### config.mk
export PLATFORM = sky130hd
export DESIGN_NAME = dmem_access_unit_flat
export DESIGN_NICKNAME = d
export VERILOG_FILES = /design/src/rtl/dmem_access_unit_if.sv /design/src/rtl/dmem_access_unit.sv /design/src/flat_wrapper.sv
export SDC_FILE = /design/constraint.sdc
export NUM_CORES = 1
export LEC_CHECK = 0
export CORE_MARGIN = 8
export CORE_UTILIZATION = 35
export CTS_CLUSTER_SIZE = 20
export DETAILED_ROUTE_END_ITERATION = 7
export PLACE_DENSITY = 0.64
export SYNTH_ARGS = -nofsm -noshare
export SYNTH_HDL_FRONTEND = slang
export SYNTH_SLANG_ARGS = --single-unit
### constraint.sdc
create_clock -name i_clk -period 8.5 [get_ports i_clk]
set_input_delay 0.85 -clock i_clk [delete_from_list [all_inputs] [get_ports i_clk]]
set_output_delay 0.85 -clock i_clk [all_outputs]
set_load 0.02 [all_outputs]
### src/rtl/dmem_access_unit_if.sv
// Core-side load/store request/response and word-wide data-memory bus of dmem_access_unit.
interface dmem_access_unit_if #(
    parameter int unsigned ADDR_W = 32
);
    logic              i_req_valid;
    logic              o_req_ready;
    logic              i_rd_en;
    logic              i_wr_en;
    logic [2:0]        i_funct3;
    logic [ADDR_W-1:0] i_addr;
    logic [31:0]       i_wdata;
    logic              o_rsp_valid;
    logic [31:0]       o_rdata;
    logic              o_fault;
    logic              o_busy;
    logic              o_mem_req;
    logic              o_mem_wen;
    logic [ADDR_W-1:0] o_mem_addr;
    logic [3:0]        o_mem_wmask;
    logic [31:0]       o_mem_wdata;
    logic              i_mem_ready;
    logic              i_mem_rvalid;
    logic [31:0]       i_mem_rdata;

    modport slave (
        input  i_req_valid, i_rd_en, i_wr_en, i_funct3, i_addr, i_wdata,
               i_mem_ready, i_mem_rvalid, i_mem_rdata,
        output o_req_ready, o_rsp_valid, o_rdata, o_fault, o_busy,
               o_mem_req, o_mem_wen, o_mem_addr, o_mem_wmask, o_mem_wdata
    );

    modport master (
        output i_req_valid, i_rd_en, i_wr_en, i_funct3, i_addr, i_wdata,
               i_mem_ready, i_mem_rvalid, i_mem_rdata,
        input  o_req_ready, o_rsp_valid, o_rdata, o_fault, o_busy,
               o_mem_req, o_mem_wen, o_mem_addr, o_mem_wmask, o_mem_wdata
    );
endinterface

### src/rtl/dmem_access_unit.sv
// Load/store unit: drives a word-wide data memory with byte masks, optionally splitting
// misaligned accesses into two word transactions, and returns extended load data.
module dmem_access_unit #(
    parameter int unsigned ADDR_W    = 32,
    parameter bit          SPLIT_MIS = 1'b1
) (
    input  logic              i_clk,
    input  logic              i_rst,
    dmem_access_unit_if.slave bus
);
    typedef enum logic [2:0] {IDLE, ACC0, WAIT0, ACC1, WAIT1, RESP} state_t;

    state_t      state;
    logic [1:0]  off_q;
    logic [2:0]  f3_q;
    logic        split_q;
    logic [31:0] r0_q;
    logic [31:0] wdata_hi_q;
    logic [3:0]  wmask_hi_q;

    logic [1:0]        req_off;
    logic [1:0]        req_size;
    logic [3:0]        byte_mask;
    logic [7:0]        lane_mask;
    logic [63:0]       lane_data;
    logic              req_split;
    logic              misaligned;
    logic              illegal;
    logic [ADDR_W-1:0] word0_addr;

    // Request decode; only consumed while IDLE.
    always_comb begin
        req_off  = bus.i_addr[1:0];
        req_size = bus.i_funct3[1:0];
        case (req_size)
            2'b00:   byte_mask = 4'b0001;
            2'b01:   byte_mask = 4'b0011;
            default: byte_mask = 4'b1111;
        endcase
        lane_mask  = 8'(byte_mask) << req_off;
        lane_data  = 64'(bus.i_wdata) << {req_off, 3'b000};
        req_split  = |lane_mask[7:4];
        misaligned = ((req_size == 2'b01) && req_off[0])
                  || ((req_size == 2'b10) && (req_off != 2'b00));
        illegal    = (bus.i_rd_en == bus.i_wr_en)
                  || (req_size == 2'b11)
                  || (bus.i_rd_en && bus.i_funct3[2] && (req_size == 2'b10))
                  || (bus.i_wr_en && bus.i_funct3[2])
                  || (misaligned && !SPLIT_MIS);
        word0_addr = {bus.i_addr[ADDR_W-1:2], 2'b00};
    end

    // Pick the addressed bytes out of the two-word window and extend them.
    function automatic logic [31:0] load_ext(input logic [63:0] pair,
                                             input logic [1:0]  off,
                                             input logic [2:0]  f3);
        logic [63:0] sh;
        logic [31:0] res;
        sh = pair >> {off, 3'b000};
        case (f3[1:0])
            2'b00:   res = {{24{sh[7]  & ~f3[2]}}, sh[7:0]};
            2'b01:   res = {{16{sh[15] & ~f3[2]}}, sh[15:0]};
            default: res = sh[31:0];
        endcase
        return res;
    endfunction

    always_ff @(posedge i_clk or posedge i_rst) begin
        if (i_rst) begin
            state           <= IDLE;
            off_q           <= '0;
            f3_q            <= '0;
            split_q         <= 1'b0;
            r0_q            <= '0;
            wdata_hi_q      <= '0;
            wmask_hi_q      <= '0;
            bus.o_req_ready <= 1'b1;
            bus.o_busy      <= 1'b0;
            bus.o_rsp_valid <= 1'b0;
            bus.o_rdata     <= '0;
            bus.o_fault     <= 1'b0;
            bus.o_mem_req   <= 1'b0;
            bus.o_mem_wen   <= 1'b0;
            bus.o_mem_addr  <= '0;
            bus.o_mem_wmask <= '0;
            bus.o_mem_wdata <= '0;
        end else begin
            bus.o_rsp_valid <= 1'b0;
            case (state)
                IDLE: begin
                    if (bus.i_req_valid) begin
                        off_q           <= req_off;
                        f3_q            <= bus.i_funct3;
                        split_q         <= req_split;
                        wdata_hi_q      <= bus.i_wr_en ? lane_data[63:32] : 32'h0;
                        wmask_hi_q      <= bus.i_wr_en ? lane_mask[7:4] : 4'b0000;
                        bus.o_req_ready <= 1'b0;
                        bus.o_busy      <= 1'b1;
                        if (illegal) begin
                            state           <= RESP;
                            bus.o_rsp_valid <= 1'b1;
                            bus.o_fault     <= 1'b1;
                            bus.o_rdata     <= '0;
                        end else begin
                            state           <= ACC0;
                            bus.o_mem_req   <= 1'b1;
                            bus.o_mem_wen   <= bus.i_wr_en;
                            bus.o_mem_addr  <= word0_addr;
                            bus.o_mem_wmask <= bus.i_wr_en ? lane_mask[3:0] : 4'b0000;
                            bus.o_mem_wdata <= bus.i_wr_en ? lane_data[31:0] : 32'h0;
                        end
                    end
                end
                ACC0: begin
                    if (bus.i_mem_ready) begin
                        bus.o_mem_req <= 1'b0;
                        if (!bus.o_mem_wen) begin
                            state <= WAIT0;
                        end else if (split_q) begin
                            state           <= ACC1;
                            bus.o_mem_req   <= 1'b1;
                            bus.o_mem_addr  <= bus.o_mem_addr + ADDR_W'(4);
                            bus.o_mem_wmask <= wmask_hi_q;
                            bus.o_mem_wdata <= wdata_hi_q;
                        end else begin
                            state           <= RESP;
                            bus.o_rsp_valid <= 1'b1;
                            bus.o_fault     <= 1'b0;
                            bus.o_rdata     <= '0;
                        end
                    end
                end
                WAIT0: begin
                    if (bus.i_mem_rvalid) begin
                        r0_q <= bus.i_mem_rdata;
                        if (split_q) begin
                            state           <= ACC1;
                            bus.o_mem_req   <= 1'b1;
                            bus.o_mem_addr  <= bus.o_mem_addr + ADDR_W'(4);
                            bus.o_mem_wmask <= wmask_hi_q;
                            bus.o_mem_wdata <= wdata_hi_q;
                        end else begin
                            state           <= RESP;
                            bus.o_rsp_valid <= 1'b1;
                            bus.o_fault     <= 1'b0;
                            bus.o_rdata     <= load_ext({32'h0, bus.i_mem_rdata}, off_q, f3_q);
                        end
                    end
                end
                ACC1: begin
                    if (bus.i_mem_ready) begin
                        bus.o_mem_req <= 1'b0;
                        if (bus.o_mem_wen) begin
                            state           <= RESP;
                            bus.o_rsp_valid <= 1'b1;
                            bus.o_fault     <= 1'b0;
                            bus.o_rdata     <= '0;
                        end else begin
                            state <= WAIT1;
                        end
                    end
                end
                WAIT1: begin
                    if (bus.i_mem_rvalid) begin
                        state           <= RESP;
                        bus.o_rsp_valid <= 1'b1;
                        bus.o_fault     <= 1'b0;
                        bus.o_rdata     <= load_ext({bus.i_mem_rdata, r0_q}, off_q, f3_q);
                    end
                end
                RESP: begin
                    state           <= IDLE;
                    bus.o_req_ready <= 1'b1;
                    bus.o_busy      <= 1'b0;
                end
                default: begin
                    state           <= IDLE;
                    bus.o_req_ready <= 1'b1;
                    bus.o_busy      <= 1'b0;
                    bus.o_mem_req   <= 1'b0;
                end
            endcase
        end
    end
endmodule
### src/flat_wrapper.sv
// flat-port wrapper written by rule: the top's interface ports become plain ports
module dmem_access_unit_flat 
#(
    parameter int unsigned ADDR_W    = 32,
    parameter bit          SPLIT_MIS = 1'b1
)
  (i_clk, i_rst, bus_i_req_valid, bus_i_rd_en, bus_i_wr_en, bus_i_funct3, bus_i_addr, bus_i_wdata, bus_i_mem_ready, bus_i_mem_rvalid, bus_i_mem_rdata, bus_o_req_ready, bus_o_rsp_valid, bus_o_rdata, bus_o_fault, bus_o_busy, bus_o_mem_req, bus_o_mem_wen, bus_o_mem_addr, bus_o_mem_wmask, bus_o_mem_wdata);
  dmem_access_unit_if #(.ADDR_W(ADDR_W)) bus_i ();
  input  logic i_clk;
  input  logic i_rst;
  input wire logic [$bits(bus_i.i_req_valid)-1:0] bus_i_req_valid;
  input wire logic [$bits(bus_i.i_rd_en)-1:0] bus_i_rd_en;
  input wire logic [$bits(bus_i.i_wr_en)-1:0] bus_i_wr_en;
  input wire logic [$bits(bus_i.i_funct3)-1:0] bus_i_funct3;
  input wire logic [$bits(bus_i.i_addr)-1:0] bus_i_addr;
  input wire logic [$bits(bus_i.i_wdata)-1:0] bus_i_wdata;
  input wire logic [$bits(bus_i.i_mem_ready)-1:0] bus_i_mem_ready;
  input wire logic [$bits(bus_i.i_mem_rvalid)-1:0] bus_i_mem_rvalid;
  input wire logic [$bits(bus_i.i_mem_rdata)-1:0] bus_i_mem_rdata;
  output wire logic [$bits(bus_i.o_req_ready)-1:0] bus_o_req_ready;
  output wire logic [$bits(bus_i.o_rsp_valid)-1:0] bus_o_rsp_valid;
  output wire logic [$bits(bus_i.o_rdata)-1:0] bus_o_rdata;
  output wire logic [$bits(bus_i.o_fault)-1:0] bus_o_fault;
  output wire logic [$bits(bus_i.o_busy)-1:0] bus_o_busy;
  output wire logic [$bits(bus_i.o_mem_req)-1:0] bus_o_mem_req;
  output wire logic [$bits(bus_i.o_mem_wen)-1:0] bus_o_mem_wen;
  output wire logic [$bits(bus_i.o_mem_addr)-1:0] bus_o_mem_addr;
  output wire logic [$bits(bus_i.o_mem_wmask)-1:0] bus_o_mem_wmask;
  output wire logic [$bits(bus_i.o_mem_wdata)-1:0] bus_o_mem_wdata;
  assign bus_i.i_req_valid = bus_i_req_valid;
  assign bus_i.i_rd_en = bus_i_rd_en;
  assign bus_i.i_wr_en = bus_i_wr_en;
  assign bus_i.i_funct3 = bus_i_funct3;
  assign bus_i.i_addr = bus_i_addr;
  assign bus_i.i_wdata = bus_i_wdata;
  assign bus_i.i_mem_ready = bus_i_mem_ready;
  assign bus_i.i_mem_rvalid = bus_i_mem_rvalid;
  assign bus_i.i_mem_rdata = bus_i_mem_rdata;
  assign bus_o_req_ready = bus_i.o_req_ready;
  assign bus_o_rsp_valid = bus_i.o_rsp_valid;
  assign bus_o_rdata = bus_i.o_rdata;
  assign bus_o_fault = bus_i.o_fault;
  assign bus_o_busy = bus_i.o_busy;
  assign bus_o_mem_req = bus_i.o_mem_req;
  assign bus_o_mem_wen = bus_i.o_mem_wen;
  assign bus_o_mem_addr = bus_i.o_mem_addr;
  assign bus_o_mem_wmask = bus_i.o_mem_wmask;
  assign bus_o_mem_wdata = bus_i.o_mem_wdata;
  dmem_access_unit #(.ADDR_W(ADDR_W), .SPLIT_MIS(SPLIT_MIS)) u_core (.i_clk(i_clk), .i_rst(i_rst), .bus(bus_i));
endmodule
# Yosys cells after proc, flatten, opt, wreduce, memory -nomap -nowiden
# Index checks and enable logic that the tools add are counted.
# word_totals
ramBits	0
reg_bits	183
latchBits	0
word_cells	157
rom_bits	0
memories	0
in_bits	106
# classes
n_lt_le_gt_ge	0
n_shift	4
multipliers	0
n_eq_ne	22
muxes	82
bitwise_logic	8
n_reduce_logical	23
n_addsub	1
n_div	0
# ops
operator	count
$mux 32	24
$pmux 32 s3	2
$pmux 32 s5	1
$pmux 32 s2	2
$shl 32x5->64	1
$shr 64x5->32	1
$add 32x3->32 const B	1
$mux 4	8
$shr 32x5->32	1
$mux 1	29
$mux 3	8
$ne 2x2->1 const B	8
$pmux 1 s5	3
$pmux 3 s5	1
$pmux 4 s3	1
$reduce_and 11->1	1
$reduce_and 9->1	1
$ne 2x1->1 const B	4
$pmux 4 s2	1
$reduce_or 4->1	2
$shl 4x2->8	1
$reduce_and 7->1	1
$eq 3x2->1 const B	2
$eq 3x3->1 const B	2
18 further kinds	34

# Depth between registers and ports, before layout
# depth
word_depth	7
mapped_depth	8
depth_no_buf	6

# Worst setup path after synthesis
# Ideal clock, no wire load.
# synth_path
path_kind	input port to flip-flop
startpoint	input port bus_i_wr_en
endpoint	register u_core.bus.o_rdata[10]
setup_slack_ns	6.124
stages	7
arrival_ns	2.255
t_required_ns	8.379
path_cell_list	buf_4 xnor2_1 a211oi_1 a221oi_2 buf_2 o21ai_0 o22a_1
# synth_via
elab_chain_cells	6
word_cells_on_any_way	7
classes_between	2 x eq/ne; 5 x reduce/logical
# synth_lines
element	line	rtl
start, declared	flat_wrapper.sv:13	input wire logic [$bits(bus_i.i_wr_en)-1:0] bus_i_wr_en;
$eq 1x1->1	dmem_access_unit.sv:45	illegal = (bus.i_rd_en == bus.i_wr_en)
$logic_or 1x1->1	dmem_access_unit.sv:46	|| (req_size == 2'b11)
$logic_or 1x1->1	dmem_access_unit.sv:47	|| (bus.i_rd_en && bus.i_funct3[2] && (req_size == 2'b10))
$logic_or 1x1->1 (*)	dmem_access_unit.sv:48	|| (bus.i_wr_en && bus.i_funct3[2])
$ne 2x1->1 (no source line) (*)	n/a	
$reduce_and 11->1 (no source line) (*)	n/a	
end signal, assigned	dmem_access_unit.sv:146	bus.o_rdata <= load_ext({32'h0, bus.i_mem_rdata}, off_q, f3_q);
end signal, assigned	dmem_access_unit.sv:168	bus.o_rdata <= load_ext({bus.i_mem_rdata, r0_q}, off_q, f3_q);
end, declared	dmem_access_unit_if.sv:28	output o_req_ready, o_rsp_valid, o_rdata, o_fault, o_busy,
# Every way passes the cells marked *; elsewhere a longest branch is shown, timed or not.
# A chain may end at the register's enable or synchronous reset.

# Worst setup path in the final report
# layout_path
startpoint	input port bus_i_wr_en
endpoint	register u_core.bus.o_rdata[25]
# The elaborated chain is that of the path after synthesis.

==> out/metrics.csv <==
metric,value,unit
status,finished clean,
drt-vias-per-instance,5.620,
leakage,5.076,nW
std_cell_rows,61,
holdCritStartpoint,u_core.wdata_hi_q[14],
cts_tree,done,
cts_setup_buffers,0,
skew,0.01576,ns
r2r_cells,6,
fin_crit_sh,0.3589,
multiInputGateArea,5046,µm²
grt_pass1_vias,8727,
rr_endpoint,u_core.bus.o_mem_wdata[21],
clock_latency,0.43,ns
setup_tns,0,ns
synth_cell_type_count,73,
dieArea,33450,µm²
synth_area,9748,µm²
num-fill-cells,2667,
synth_cells,987,
crit_start,bus_i_wr_en,
cts_resized,0,
final_max_slew_viol_count,0,
rsz0062_at_grt,false,
slew_headroom,0.3351,
ys.flop_type,dfrtp_1,
cts_buffers,17,
setup_viol,0,
min_path_type,reg -> reg,
cp-start-kind,primary input,
cap_violations,0,
fp.dieW,182.9,µm
min_period,3.051,ns
yosysSeqAreaShare,0.4417,
max_freq,327.8,MHz
h-tree-depth,4,
cp_max_fo,52,
hpwl,22.03,mm
irDropWorstVdd,0.1744,mV
clockRootBuffer,clkbuf_16,
min_to,u_core.wdata_hi_q[14],
cts_sinks,172,
r2r-start,u_core.state[0],
wl_per_cell,20.47,µm
grt_overflow,0,
hold_depth,2,
track_usage,0.1874,
antenna_left,0,
nets,1258,
async_flop_share,1.000,
gp_congestion,0.8949,
power.density,398.8,nW/µm²
final_layout_size_suffix_gt1_frac,0.1375,
critPathArrivalTime,3.33,ns
clockBufferDepth,2,
drcViolationCount,0,
hold_viol_final,0,
fp.coreArea,27630,µm²
holdBufCountCts,0,
critPathKind,in -> reg,
drt-pass1-iter-count,5,
worst_pin_slew,0.9973,ns
synth.avg_cell_area,9.876,µm²
antenna_found_initial,5,
r2r_setup_slack,5.70,ns
first_iter_violations,843,
ios,212,
grt_max_degree,98,
initial_core_util,0.3528,
area_delta_synth_final,29.98,%
routed_wl,31.61,mm
ys_ff_latch,172,
design_area,12670,µm²
end_kind,flip-flop,
die_h,182.9,µm
regArea,4308,µm²
ys_warn_count,0,
cts.clk_slew.worst_paths,0.07,ns
vias,8677,
port-buffer-count,209,
grt_pass1_wl,49.81,mm
synth_edf_count,0,
required,8.78,ns
post_dp_cell_area,12090,µm²
cell usage after synthesis, drive strengths merged, types with 10 or more instances:
| library cell | instances | area (µm²) |
|---|---|---|
| a211oi | 12 | 90.09 |
| a21oi | 75 | 375.4 |
| a221oi | 26 | 234.0 |
| a22o | 10 | 87.58 |
| a22oi | 11 | 82.58 |
| a2bb2oi | 16 | 140.1 |
| and2 | 12 | 75.07 |
| buf | 41 | 230.2 |
| clkbuf | 39 | 147.6 |
| dfrtp | 171 | 4279 |
| inv | 14 | 52.55 |
| mux2 | 65 | 732.0 |
| mux2i | 31 | 310.3 |
| mux4 | 16 | 360.4 |
| nand2 | 102 | 385.4 |
| nand3 | 21 | 105.1 |
| nor2 | 98 | 370.4 |
| o21ai | 74 | 370.4 |
| o22a | 13 | 113.9 |
| o22ai | 17 | 106.4 |
logic make-up after synthesis:
logic type / synth area share
other: 0.0003847
XOR/XNOR: 0.001797
AO/OA/AOI/OAI: 0.2218
buffers and inverters: 0.04415
multiplexers: 0.1439
AND/OR/NAND/NOR: 0.1450
adder cells (fa/ha/maj): 0.001283
flip-flops: 0.4417
report_power, final:
group          switching (mW)  internal (mW)  leakage [nW]
logic                    1.53           1.19          2.66
registers               0.352           1.20          2.14
clock network           0.368          0.416         0.275
total                    2.25           2.80          5.08
flip-flops by register name, summed over array words and instances (netlist names), 2 cells and up:
signal / cells
u_core.f3_q: 3
u_core.wmask_hi_q: 3
u_core.state: 3
u_core.wdata_hi_q: 24
u_core.bus.o_mem_wmask: 4
u_core.bus.o_mem_wdata: 32
u_core.bus.o_mem_addr: 30
u_core.off_q: 2
u_core.r0_q: 32
u_core.bus.o_rdata: 32
worst max path at each step:
stage,to,slack [ns]
after global routing,u_core.bus.o_rdata[25],5.26
final,u_core.bus.o_rdata[25],5.45
after CTS,u_core.bus.o_rdata[25],5.46
after detailed placement,u_core.bus.o_rdata[18],5.03
after global placement,u_core.bus.o_rdata[29],5.14
after floorplan,u_core.bus.o_busy,2.99
critical path: stages:
cell	delay, ns
clkdlybuf4s50_1	0.54
xnor2_1	0.36
a211oi_1	0.18
a221oi_4	0.28
buf_4	0.47
and3_1	0.50
a21oi_1	0.13
metrics by stage:
| stage | power [mW] | hold slack (ns) | util | cells | setup WS, ns |
|---|---|---|---|---|---|
| global placement | 4.237 | 0.4621 | 0.4376 | 1510 | 5.143 |
| global route | 5.402 | 0.5009 | 0.4586 | 1544 | 5.258 |
| CTS | 5.086 | 0.4866 | 0.4584 | 1542 | 5.461 |
| finish | 5.053 | 0.4847 | 0.4586 | 1544 | 5.449 |
| detailed placement | 4.282 | 0.4602 | 0.4376 | 1510 | 5.031 |
| floorplan | 3.312 | 0.4498 | - | 988 | 2.992 |
final cells by class:
| type | instances | share of cell area |
|---|---|---|
| clock buffer | 18 | 0.03387 |
| antenna | 2 | 0.0003950 |
| tap | 378 | 0.03733 |
| timing repair buffer | 224 | 0.1740 |
| sequential | 172 | 0.3400 |
| inverter | 14 | 0.004542 |
| multi-input combinational | 722 | 0.3982 |
| clock inverter | 14 | 0.01165 |
routing by layer:
| metal | routed length, µm | global-route usage | vias to the layer above |
|---|---|---|---|
| li1 | - | - | 4007 |
| met1 | 13680 | 0.2398 | 4305 |
| met2 | 14830 | 0.2989 | 310 |
| met3 | 2151 | 0.05402 | 49 |
| met4 | 920 | 0.06669 | 6 |
| met5 | 32 | 0 | - |
cell usage in the layout (no fill, tap or decap), types with 12 or more instances in the layout:
| cell | count |
|---|---|
| o22ai_1 | 17 |
| o21ai_0 | 62 |
| mux2_2 | 65 |
| mux4_2 | 16 |
| a21oi_1 | 75 |
| clkbuf_16 | 17 |
| inv_1 | 13 |
| clkdlybuf4s50_1 | 209 |
| nand3_1 | 21 |
| a221oi_1 | 25 |
| a211oi_1 | 12 |
| a2bb2oi_1 | 16 |
| mux2i_1 | 31 |
| o22a_1 | 13 |
| dfrtp_1 | 169 |
| nand2_1 | 101 |
| nor2_1 | 96 |
| buf_4 | 15 |
Note: power is estimated with default switching activity, not from simulation.
